--- src/rtl/cache_port_arbiter.sv ---
// Round-robin arbiter sharing one downstream cache/memory port between two
// level-request / one-cycle-response upstream ports.
module cache_port_arbiter #(
  parameter int ADDR_WIDTH = 16,
  parameter int DATA_WIDTH = 32
) (
  input  logic                  clk,
  input  logic                  rst,
  input  logic                  p0_read_request,
  input  logic                  p0_write_request,
  input  logic [ADDR_WIDTH-1:0] p0_addr,
  input  logic [DATA_WIDTH-1:0] p0_write_data,
  input  logic                  p1_read_request,
  input  logic                  p1_write_request,
  input  logic [ADDR_WIDTH-1:0] p1_addr,
  input  logic [DATA_WIDTH-1:0] p1_write_data,
  output logic                  p0_response,
  output logic [DATA_WIDTH-1:0] p0_read_data,
  output logic                  p1_response,
  output logic [DATA_WIDTH-1:0] p1_read_data,
  output logic                  memory_read_request,
  output logic                  memory_write_request,
  output logic [ADDR_WIDTH-1:0] memory_addr,
  output logic [DATA_WIDTH-1:0] memory_write_data,
  input  logic                  memory_response,
  input  logic [DATA_WIDTH-1:0] memory_read_data,
  output logic                  grant_valid,
  output logic                  grant_id
);

  typedef enum logic [1:0] {IDLE, ISSUE, RESPOND} state_t;

  state_t                state_q, state_d;
  logic                  last_grant_q, last_grant_d;
  logic                  grant_id_q, grant_id_d;
  logic                  mem_rd_q, mem_rd_d;
  logic                  mem_wr_q, mem_wr_d;
  logic [ADDR_WIDTH-1:0] addr_q, addr_d;
  logic [DATA_WIDTH-1:0] wdata_q, wdata_d;
  logic                  p0_resp_q, p0_resp_d;
  logic                  p1_resp_q, p1_resp_d;
  logic [DATA_WIDTH-1:0] p0_rdata_q, p0_rdata_d;
  logic [DATA_WIDTH-1:0] p1_rdata_q, p1_rdata_d;

  logic req0, req1, pick, pick_wr;

  always_comb begin
    req0    = p0_read_request | p0_write_request;
    req1    = p1_read_request | p1_write_request;
    pick    = (req0 && req1) ? ~last_grant_q : req1;
    pick_wr = pick ? p1_write_request : p0_write_request;

    state_d      = state_q;
    last_grant_d = last_grant_q;
    grant_id_d   = grant_id_q;
    mem_rd_d     = mem_rd_q;
    mem_wr_d     = mem_wr_q;
    addr_d       = addr_q;
    wdata_d      = wdata_q;
    p0_resp_d    = 1'b0;
    p1_resp_d    = 1'b0;
    p0_rdata_d   = '0;
    p1_rdata_d   = '0;

    case (state_q)
      // The RESPOND exit edge arbitrates like IDLE, so back-to-back grants
      // can raise the next downstream request right after the response cycle.
      IDLE, RESPOND: begin
        state_d  = IDLE;
        mem_rd_d = 1'b0;
        mem_wr_d = 1'b0;
        if (req0 || req1) begin
          state_d      = ISSUE;
          grant_id_d   = pick;
          last_grant_d = pick;
          addr_d       = pick ? p1_addr : p0_addr;
          wdata_d      = pick ? p1_write_data : p0_write_data;
          mem_wr_d     = pick_wr;
          mem_rd_d     = ~pick_wr;
        end
      end
      ISSUE: begin
        if (memory_response) begin
          state_d  = RESPOND;
          mem_rd_d = 1'b0;
          mem_wr_d = 1'b0;
          if (grant_id_q) begin
            p1_resp_d  = 1'b1;
            p1_rdata_d = memory_read_data;
          end else begin
            p0_resp_d  = 1'b1;
            p0_rdata_d = memory_read_data;
          end
        end
      end
      default: state_d = IDLE;
    endcase
  end

  always_ff @(posedge clk) begin
    if (rst) begin
      state_q      <= IDLE;
      last_grant_q <= 1'b1;
      grant_id_q   <= 1'b0;
      mem_rd_q     <= 1'b0;
      mem_wr_q     <= 1'b0;
      addr_q       <= '0;
      wdata_q      <= '0;
      p0_resp_q    <= 1'b0;
      p1_resp_q    <= 1'b0;
      p0_rdata_q   <= '0;
      p1_rdata_q   <= '0;
    end else begin
      state_q      <= state_d;
      last_grant_q <= last_grant_d;
      grant_id_q   <= grant_id_d;
      mem_rd_q     <= mem_rd_d;
      mem_wr_q     <= mem_wr_d;
      addr_q       <= addr_d;
      wdata_q      <= wdata_d;
      p0_resp_q    <= p0_resp_d;
      p1_resp_q    <= p1_resp_d;
      p0_rdata_q   <= p0_rdata_d;
      p1_rdata_q   <= p1_rdata_d;
    end
  end

  assign memory_read_request  = mem_rd_q;
  assign memory_write_request = mem_wr_q;
  assign memory_addr          = addr_q;
  assign memory_write_data    = wdata_q;
  assign p0_response          = p0_resp_q;
  assign p1_response          = p1_resp_q;
  assign p0_read_data         = p0_rdata_q;
  assign p1_read_data         = p1_rdata_q;
  assign grant_valid          = (state_q != IDLE);
  assign grant_id             = grant_id_q;

endmodule

--- config.mk ---
export PLATFORM = sky130hd
export DESIGN_NAME = cache_port_arbiter
export DESIGN_NICKNAME = d
export VERILOG_FILES = /design/src/rtl/cache_port_arbiter.sv
export SDC_FILE = /design/constraint.sdc
export NUM_CORES = 1
export LEC_CHECK = 0
export CAP_MARGIN = 20
export CORE_AREA = 4 4 96 98
export CTS_BUF_LIST = sky130_fd_sc_hd__clkbuf_16
export CTS_CLUSTER_SIZE = 10
export DETAILED_ROUTE_END_ITERATION = 7
export DIE_AREA = 0 0 100 102
export DONT_BUFFER_PORTS = 1
export GPL_TIMING_DRIVEN = 0
export PLACE_DENSITY = 0.79
export SLEW_MARGIN = 0
export SYNTH_ARGS = -nofsm -noshare
export SYNTH_HDL_FRONTEND = slang
export SYNTH_SLANG_ARGS = --single-unit
--- constraint.sdc ---
create_clock -name clk -period 1.24 [get_ports clk]
set_input_delay 0.248 -clock clk [delete_from_list [all_inputs] [get_ports clk]]
set_output_delay 0.248 -clock clk [all_outputs]
set_load 0.01 [all_outputs]
==> results of run 1 <==
worst max-delay path, delay by kind of cell (launching register included):
family	cells	cell delay (ps)
flip-flops	1	320
AND/OR/NAND/NOR	1	210
AO/OA/AOI/OAI	3	340
buffers and inverters	3	380
logic make-up (layout without fill, tap and decap cells):
group | after synthesis | count (layout) | share of synthesized area
buffers and inverters | 38 | 157 | 0.0539
DFF | 120 | 120 | 0.550
and+or+nand+nor | 173 | 173 | 0.198
AOI/OAI and AO/OA | 108 | 108 | 0.198
state kept, by name, indices dropped and copies added (netlist names):
signal                cells
grant_id                  1
last_grant_q              1
memory_addr              16
memory_read_request       1
memory_write_data        32
memory_write_request      1
p0_read_data             32
p0_response               1
p1_read_data             32
p1_response               1
state_q                   2
metrics by stage:
step | setup TNS, ps | std cells | area [µm²]
2_1_floorplan | 0 | 439 | 4360
3_3_place_gp | -17560 | 547 | 4500
3_5_place_dp | -21370 | 547 | 4500
4_1_cts | -1640 | 661 | 6160
5_1_grt | -7880 | 666 | 6660
6_report | -1500 | 666 | 6660
cells in the final DEF (no fill, tap or decap), types with 2 or more instances in the layout:
master and count:
dfxtp_1 116, dlygate4sd3_1 69, nor2_1 50, nand2_1 49, a211oi_2 44, and2_1 33, and3_1 29, a21oi_2 24
a21oi_4 23, clkbuf_16 20, buf_6 18, buf_8 8, buf_12 7, clkbuf_1 7, inv_6 6, a21oi_1 5
buf_4 5, and3_4 4, a211oi_1 4, inv_1 3, bufinv_16 3, clkinvlp_4 3, dfxtp_2 3, o21ai_2 2
buf_2 2, clkbuf_2 2, inv_8 2
where the power goes:
group | switching (mW) | leakage, nW | internal, mW | total [mW]
combinational | 0.893 | 1.46 | 0.873 | 1.77
sequential | 0.293 | 0.983 | 4.09 | 4.38
clock | 1.89 | 0.297 | 3.22 | 5.11
final cells by class:
class                   count  area, µm²
inverters                   2       7.51
clock buffers              17        425
multi-input cells         281       2160
well taps                 108        135
clock inverters            15        191
plain buffers              34        387
repair buffers             89        947
fillers                   462       1800
flip-flops and latches    120       2410
path summary, 6_finish.rpt:
check,slack (ps),to
min,20,p1_read_data[12]
max reg2reg,-110,memory_write_data[14]
max,-110,memory_write_data[14]
min reg2reg,530,last_grant_q
per-layer routing:
| layer | global-route usage | vias to the layer above |
|---|---|---|
| li1 | - | 1719 |
| met1 | 0.263 | 1813 |
| met2 | 0.451 | 263 |
| met3 | 0.101 | 46 |
| met4 | 0.0953 | 0 |
| met5 | 0 | - |
what timing repair did:
action,in CTS,in global routing
gates resized for setup,61,97
cloned,1,4
buffers inserted,13,3
endpoints found under the setup margin,115,119
endpoints found under the hold margin,96,0
pin swaps,20,60
hold buffers,69,0
==> metrics.yaml, run 1 <==
grt_max_degree: 20
cp.required_ps: 1540
fmax_mhz: 738
cp_slowest_cell: "dfxtp_2"
route.vias.total: 3841
syn_area_mm2: 0.00436
wire_per_inst_um: 22.2
core_mm2: 0.00847
async_reset_ff_frac: 0
grt_pass1_vias: 3897
wl_met2_mm: 7.65
powerDensity_mw_per_mm2: 1690
cp.arrival_ps: 1660
worstSkewPairLatency_ps: 400
drc: 0
topRoutingLayerUsed: "met4"
crit_start: "last_grant_q"
ios: 253
worst_setup_path_end_kind: "flip-flop"
timing.final.crit_share: 1.09
port_buffers: 0
synth_area_per_cell_um2: 9.94
r2r-start: "last_grant_q"
tritoncts: "built"
gp_congestion: 0.814
hold_path_depth: 1
synthTopCellsByCount: "120 x dfxtp_1, 50 x nor2_1, 49 x nand2_1"
worst_slew_pin_slew_ps: 726
routed_via_density: 5.77
fin_nets: 680
numCtsBuffers: 17
finalSetupViolCount: 69
yosysMostFrequentCell: "dfxtp_1"
ys_ff_latch: 120
rows: 34
cts_root_buf: "clkbuf_16"
grt_overflow: 0
status: "complete, but fails checks"
synth-edff-count: 0
antenna_found_initial: 0
p_leak_nw: 2.74
cts.sinks: 120
ant_nets: 0
ff2ff_path_depth: 7
die_w_um: 100
grt_pass1_wl_mm: 19.9
synth_cells: 439
hold_path_class: "primary input to flip-flop"
grt_util_all_layers: 0.250
slew_headroom: 0.516
hold_viol: 0
clk_pin_slew_worst_paths_ps: 60
area_growth_pct: 52.7
cts_max_level: 4
die_h_um: 102
max_cap_viol_count: 0
slew_violations: 0
cts_buffer_depth: 2
clock_skew_ps: 5.67
dp_hpwl_mm: 8.71
synth-seq-area-share: 0.550
violations: "negative setup slack"
path_cells: "o21ai_2, nor2b_4, buf_12, buf_6, buf_6, a21oi_2, a211oi_2"
finalWirelength_mm: 14.8
cp-start-kind: "flip-flop"
ys_top_cells_by_area: "dfxtp_1 55%, a211oi_2 5.7%, a211oi_1 4.8%"
ys.flop_type: "dfxtp_1"
die_area_mm2: 0.0102
path_class: "flip-flop to flip-flop"
yosys_warnings: 0
synth_top_area_frac: 0.550
crit_top_cell: "buf_6"
post-place-ws_ps: -300
antenna_cells: 0
met1_length_mm: 5.17
initial_core_util: 0.516
setup_slack_ps: -114
syn_nets: 574
fin_total_pwr_mw: 11.3
drt_iter0_markers: 182
min_period_ps: 1350
worst_ir_drop_vdd_mv: 1.01
fin_util: 0.787
crit_fanout: 7
min_from: "memory_read_data[12]"
synth_cell_type_count: 29
cpPeakStageDelay_ps: 320
post-synth-top-area-cell: "dfxtp_1"
met3_length_mm: 1.50
rsz0062_at_grt: "yes"
drt_pre_antenna_iters: 4
drive_above_1_share: 0.337
whs_ps: 15.4
Power figures use the tool's default switching activity.
==> inputs of run 2 (changes only) <==
CELL_PAD_IN_SITES_DETAIL_PLACEMENT = 1   (was default)
CELL_PAD_IN_SITES_GLOBAL_PLACEMENT = 1   (was default)
CORE_AREA = default   (was 4 4 96 98)
CORE_MARGIN = 4   (was default)
CORE_UTILIZATION = 40   (was default)
DIE_AREA = default   (was 0 0 100 102)
PLACE_DENSITY = 0.83   (was 0.79)
==> run 2 against run 1 <==
- the run still ends with negative setup slack left
- sequential cell count is the same
- sequential share of layout area grew 0.11 points
- critical path depth shrank 1
- core utilization shrank 15 points
- via count grew 1.4%
- register-to-register slack lost 50 ps
- cell count grew 5.0%
- hold slack lost 15 ps
- wire length grew 23%
- largest power group unchanged
- highest routed layer unchanged
==> metrics.yaml, run 2 (same netlist as run 1, synthesis figures left out) <==
grt_util_all_layers: 0.254
drt_pre_antenna_iters: 4
fin_tns_setup_ps: -8200
layout_common_cells: "116 x dfxtp_1, 70 x dlygate4sd3_1, 50 x nor2_1"
rsz0062_at_grt: "yes"
r2r-start: "state_q[1]"
violations: "negative setup slack"
hold_viol: 0
die_w_um: 112
path_class: "flip-flop to flip-flop"
slew_headroom: 0.511
max_cap_viol_count: 0
cts_buffer_depth: 2
initial_core_util: 0.417
grt_pass1_vias: 4303
crit_fanout: 10
hold_path_class: "primary input to flip-flop"
drive_above_1_share: 0.381
slew_violations: 0
cts_max_level: 4
clock_skew_ps: 15.1
ant_nets: 0
fin_total_pwr_mw: 11.0
post-place-ws_ps: -293
clk_pin_slew_worst_paths_ps: 60
port_buffers: 0
ff2ff_path_depth: 6
die_h_um: 112
cts.sinks: 120
final_common_cell: "dfxtp_1"
antenna_found_initial: 1
gp_congestion: 0.804
grt_util_met2: 0.466
min_from: "memory_read_data[19]"
use_met1: 0.268
status: "complete, but fails checks"
core_mm2: 0.0105
tritoncts: "built"
worst_ir_drop_vdd_mv: 0.877
grt_max_degree: 17
grt_most_used_layer: "met2"
numCtsBuffers: 17
die_area_mm2: 0.0126
ios: 253
fin_nets: 685
powerDensity_mw_per_mm2: 1650
finalWirelength_mm: 18.2
crit_start: "state_q[1]"
cp.arrival_ps: 1740
rows: 37
cp.required_ps: 1580
grt_pass1_wl_mm: 25.0
route.vias.total: 3893
fin_util: 0.635
worstSkewPairLatency_ps: 410
area_growth_pct: 52.4
worst_slew_pin_slew_ps: 734
timing.final.crit_share: 1.13
whs_ps: 0.0223
hold_path_depth: 1
fmax_mhz: 714
cp-start-kind: "flip-flop"
p_leak_nw: 2.75
cts_root_buf: "clkbuf_16"
wire_per_inst_um: 26.0
setup_slack_ps: -161
drc: 0
drt_iter0_markers: 260
worst_setup_path_end_kind: "flip-flop"
grt_overflow: 0
met3_usage: 0.0943
finalSetupViolCount: 101
routed_via_density: 5.57
dp_hpwl_mm: 10.1
min_period_ps: 1400
==> run 2: cell types whose count changed in the layout (fill, tap and decap cells not counted), moves of 3 or more <==
| cell | previous run | this run |
|---|---|---|
| a21oi_1 | 5 | 9 |
| clkinvlp_4 | 3 | 0 |
| buf_8 | 8 | 3 |
| buf_12 | 7 | 4 |
| a21oi_2 | 24 | 29 |
| buf_4 | 5 | 14 |
| clkinv_4 | 0 | 5 |
| clkinv_2 | 0 | 3 |
| a21oi_4 | 23 | 14 |
| and2_1 | 33 | 8 |
| inv_6 | 6 | 3 |
| and2_4 | 0 | 25 |
==> run 2: what timing repair did <==
action                                 CTS  global route
cloned                                   5             4
setup buffers                            8             7
endpoints found under the hold margin   79             5
hold buffers                            66             4
resized for setup                       64            94
pin swaps                               26            45
setup endpoints to repair              116           120
==> run 2: path summary, 6_finish.rpt <==
check,to,slack (ps)
worst min register to register,memory_read_request,540
worst max-delay path,p1_read_data[14],-160
worst max register to register,p1_read_data[14],-160
worst min-delay path,p1_read_data[19],0.02
==> run 2: metal layers <==
| layer | up-vias | share of wire |
|---|---|---|
| li1 | 1724 | - |
| met1 | 1917 | 0.38 |
| met2 | 224 | 0.53 |
| met3 | 28 | 0.077 |
| met4 | 0 | 0.017 |
| met5 | - | 0 |
==> run 2: area by class of cell <==
| cell class | count | area, µm² |
|---|---|---|
| antenna | 1 | 2.50 |
| buffer | 34 | 325 |
| clock buffer | 17 | 425 |
| clock inverter | 14 | 149 |
| fill | 1028 | 3810 |
| inverter | 2 | 7.51 |
| multi-input combinational | 282 | 2190 |
| sequential | 120 | 2410 |
| tap | 136 | 170 |
| timing repair buffer | 93 | 971 |
==> run 2: critical path, cell delays in order (launching register included) <==
cell and delay [ps]:
dfxtp_2 320, nand2b_4 150, nor3b_4 270, buf_4 190, buf_6 110, buf_8 120, and3_1 190
==> run 2: metrics by stage <==
step,instances,area (µm²)
final,699,6650
after global routing,699,6650
after CTS,684,6100
after detailed placement,575,4530
after global placement,575,4530
after floorplan,439,4360
==> run 2: power breakdown <==
group          switching, mW  leakage [nW]  total [mW]  internal (mW)
Clock                   1.86         0.285        4.82           2.96
Combinational          0.900          1.48        1.74          0.843
Sequential             0.307         0.984        4.40           4.09
Total                   3.07          2.75        11.0           7.90
==> inputs of run 3 (changes only) <==
CORE_UTILIZATION = 47   (was 40)
PLACE_DENSITY = 0.91   (was 0.83)
clock period = 1.8 ns   (was 1.24 ns; I/O delays follow)
==> run 3 against run 2 <==
- the run now ends clean
- critical path depth fell by 2
- clock power fell by 24%
- sequential power fell by 31%
- count of clock-buffer cells in the layout did not move
- cell count fell by 17%
- non-clock buffer count fell by 91
- critical path type unchanged
- core utilization fell by 5.7 points
- critical endpoint is now p0_read_data[22]
- global-route usage fell by 1.8 points
- setup slack improved by 410 ps
- total power fell by 33%
- first-iteration DRC count fell by 67%
- die area fell by 14%
==> metrics.yaml, run 3 (same netlist as run 1, synthesis figures left out) <==
dp_cells: 547
cts_max_level: 4
crit_start: "state_q[0]"
grt_util_all_layers: 0.237
routed_via_density: 5.77
layout_common_cells: "120 x dfxtp_1, 50 x nor2_1, 49 x nand2_1"
fill_cells: 951
gp_congestion: 0.811
drive_above_1_share: 0.212
grt_pass1_wl_mm: 20.2
numCtsBuffers: 17
crit_fanout: 10
antenna_found_initial: 0
core_mm2: 0.00889
rows: 34
finalSetupViolCount: 0
port_buffers: 0
antenna_cells: 0
ff2ff_path_depth: 4
drt_pre_antenna_iters: 5
slew_violations: 0
path_class: "flip-flop to flip-flop"
clk_pin_slew_worst_paths_ps: 60
tritoncts: "built"
die_area_mm2: 0.0109
fin_total_pwr_mw: 7.34
min_period_ps: 1550
ant_nets: 0
ios: 253
post-place-ws_ps: 238
hold_path_class: "primary input to flip-flop"
r2r-start: "state_q[0]"
cts_root_buf: "clkbuf_16"
fin_tns_setup_ps: 0
wire_per_inst_um: 22.4
hold_viol: 0
fmax_mhz: 646
cp.arrival_ps: 1880
cp.required_ps: 2130
worst_ir_drop_vdd_mv: 0.595
grt_overflow: 0
finalNonFillerCells: 579
cts_buffer_depth: 2
final_common_cell: "dfxtp_1"
cts_resized: 0
drt_iter0_markers: 87
initial_core_util: 0.491
setup_slack_ps: 252
die_h_um: 104
drc: 0
status: "finished, final reports clean"
fin_nets: 593
max_cap_viol_count: 0
grt_max_degree: 17
slew_headroom: 0.516
die_w_um: 104
dp_hpwl_mm: 10.0
worstSkewPairLatency_ps: 400
route.vias.total: 3340
finalWirelength_mm: 13.0
grt_pass1_vias: 3778
rsz0062_at_grt: "no"
area_growth_pct: 17.8
r2r_slack_ps: 250
clock_skew_ps: 10.9
cp-endpoint: "p0_read_data[22]"
cp-start-kind: "flip-flop"
powerDensity_mw_per_mm2: 1430
cts_setup_buffers: 0
fin_util: 0.578
cts_hold_buf: 0
worst_setup_path_end_kind: "flip-flop"
r2r_end: "p0_read_data[22]"
timing.final.crit_share: 0.860
p_leak_nw: 2.19
worst_slew_pin_slew_ps: 726
cts.sinks: 120
[run 3: final cells by class]
type                            count  area, µm²  area share
Clock inverter                     15        215      0.0419
Clock buffer                       17        425      0.0828
Sequential cell                   120       2400       0.467
Multi-Input combinational cell    281       1730       0.336
Tap cell                          108        135      0.0263
Buffer                             36        228      0.0443
Inverter                            2       7.51     0.00146
[run 3: how the worst min path moves through the flow]
stage,from,endpoint,cells past startpoint
after floorplan,memory_read_data[0],p0_read_data[0],1
after global placement,memory_read_data[22],p0_read_data[22],1
after detailed placement,memory_read_data[26],p0_read_data[26],1
after CTS,memory_read_data[26],p0_read_data[26],1
after global routing,memory_read_data[26],p0_read_data[26],1
final,memory_read_data[15],p0_read_data[15],1
[run 3: layer usage]
layer / share of wire / global-route usage / up-vias / wire length [µm]
li1: - / - / 1534 / -
met1: 0.33 / 0.211 / 1592 / 4320
met5: 0 / 0 / - / 0
met3: 0.11 / 0.112 / 29 / 1390
met4: 0.031 / 0.111 / 0 / 399
met2: 0.53 / 0.444 / 185 / 6890
[run 3: critical path, stage by stage, from the launching register on]
cell     delay [ps]
dfxtp_1         490
nor3b_4         400
and2b_2         270
buf_4           170
and2_1          140
[run 3: per-stage QoR]
| stage | hold WS (ps) | instance area [µm²] |
|---|---|---|
| floorplan | 482 | 4360 |
| global placement | 483 | 4500 |
| detailed placement | 486 | 4500 |
| CTS | 62.1 | 5140 |
| global route | 51.9 | 5140 |
| finish | 78.0 | 5140 |
[run 3: where the power goes]
group          switching (mW)  internal, mW  total (mW)  leakage, nW
Combinational           0.411         0.274       0.685        0.901
Sequential              0.200          2.82        3.02        0.982
Clock                    1.29          2.36        3.64        0.310
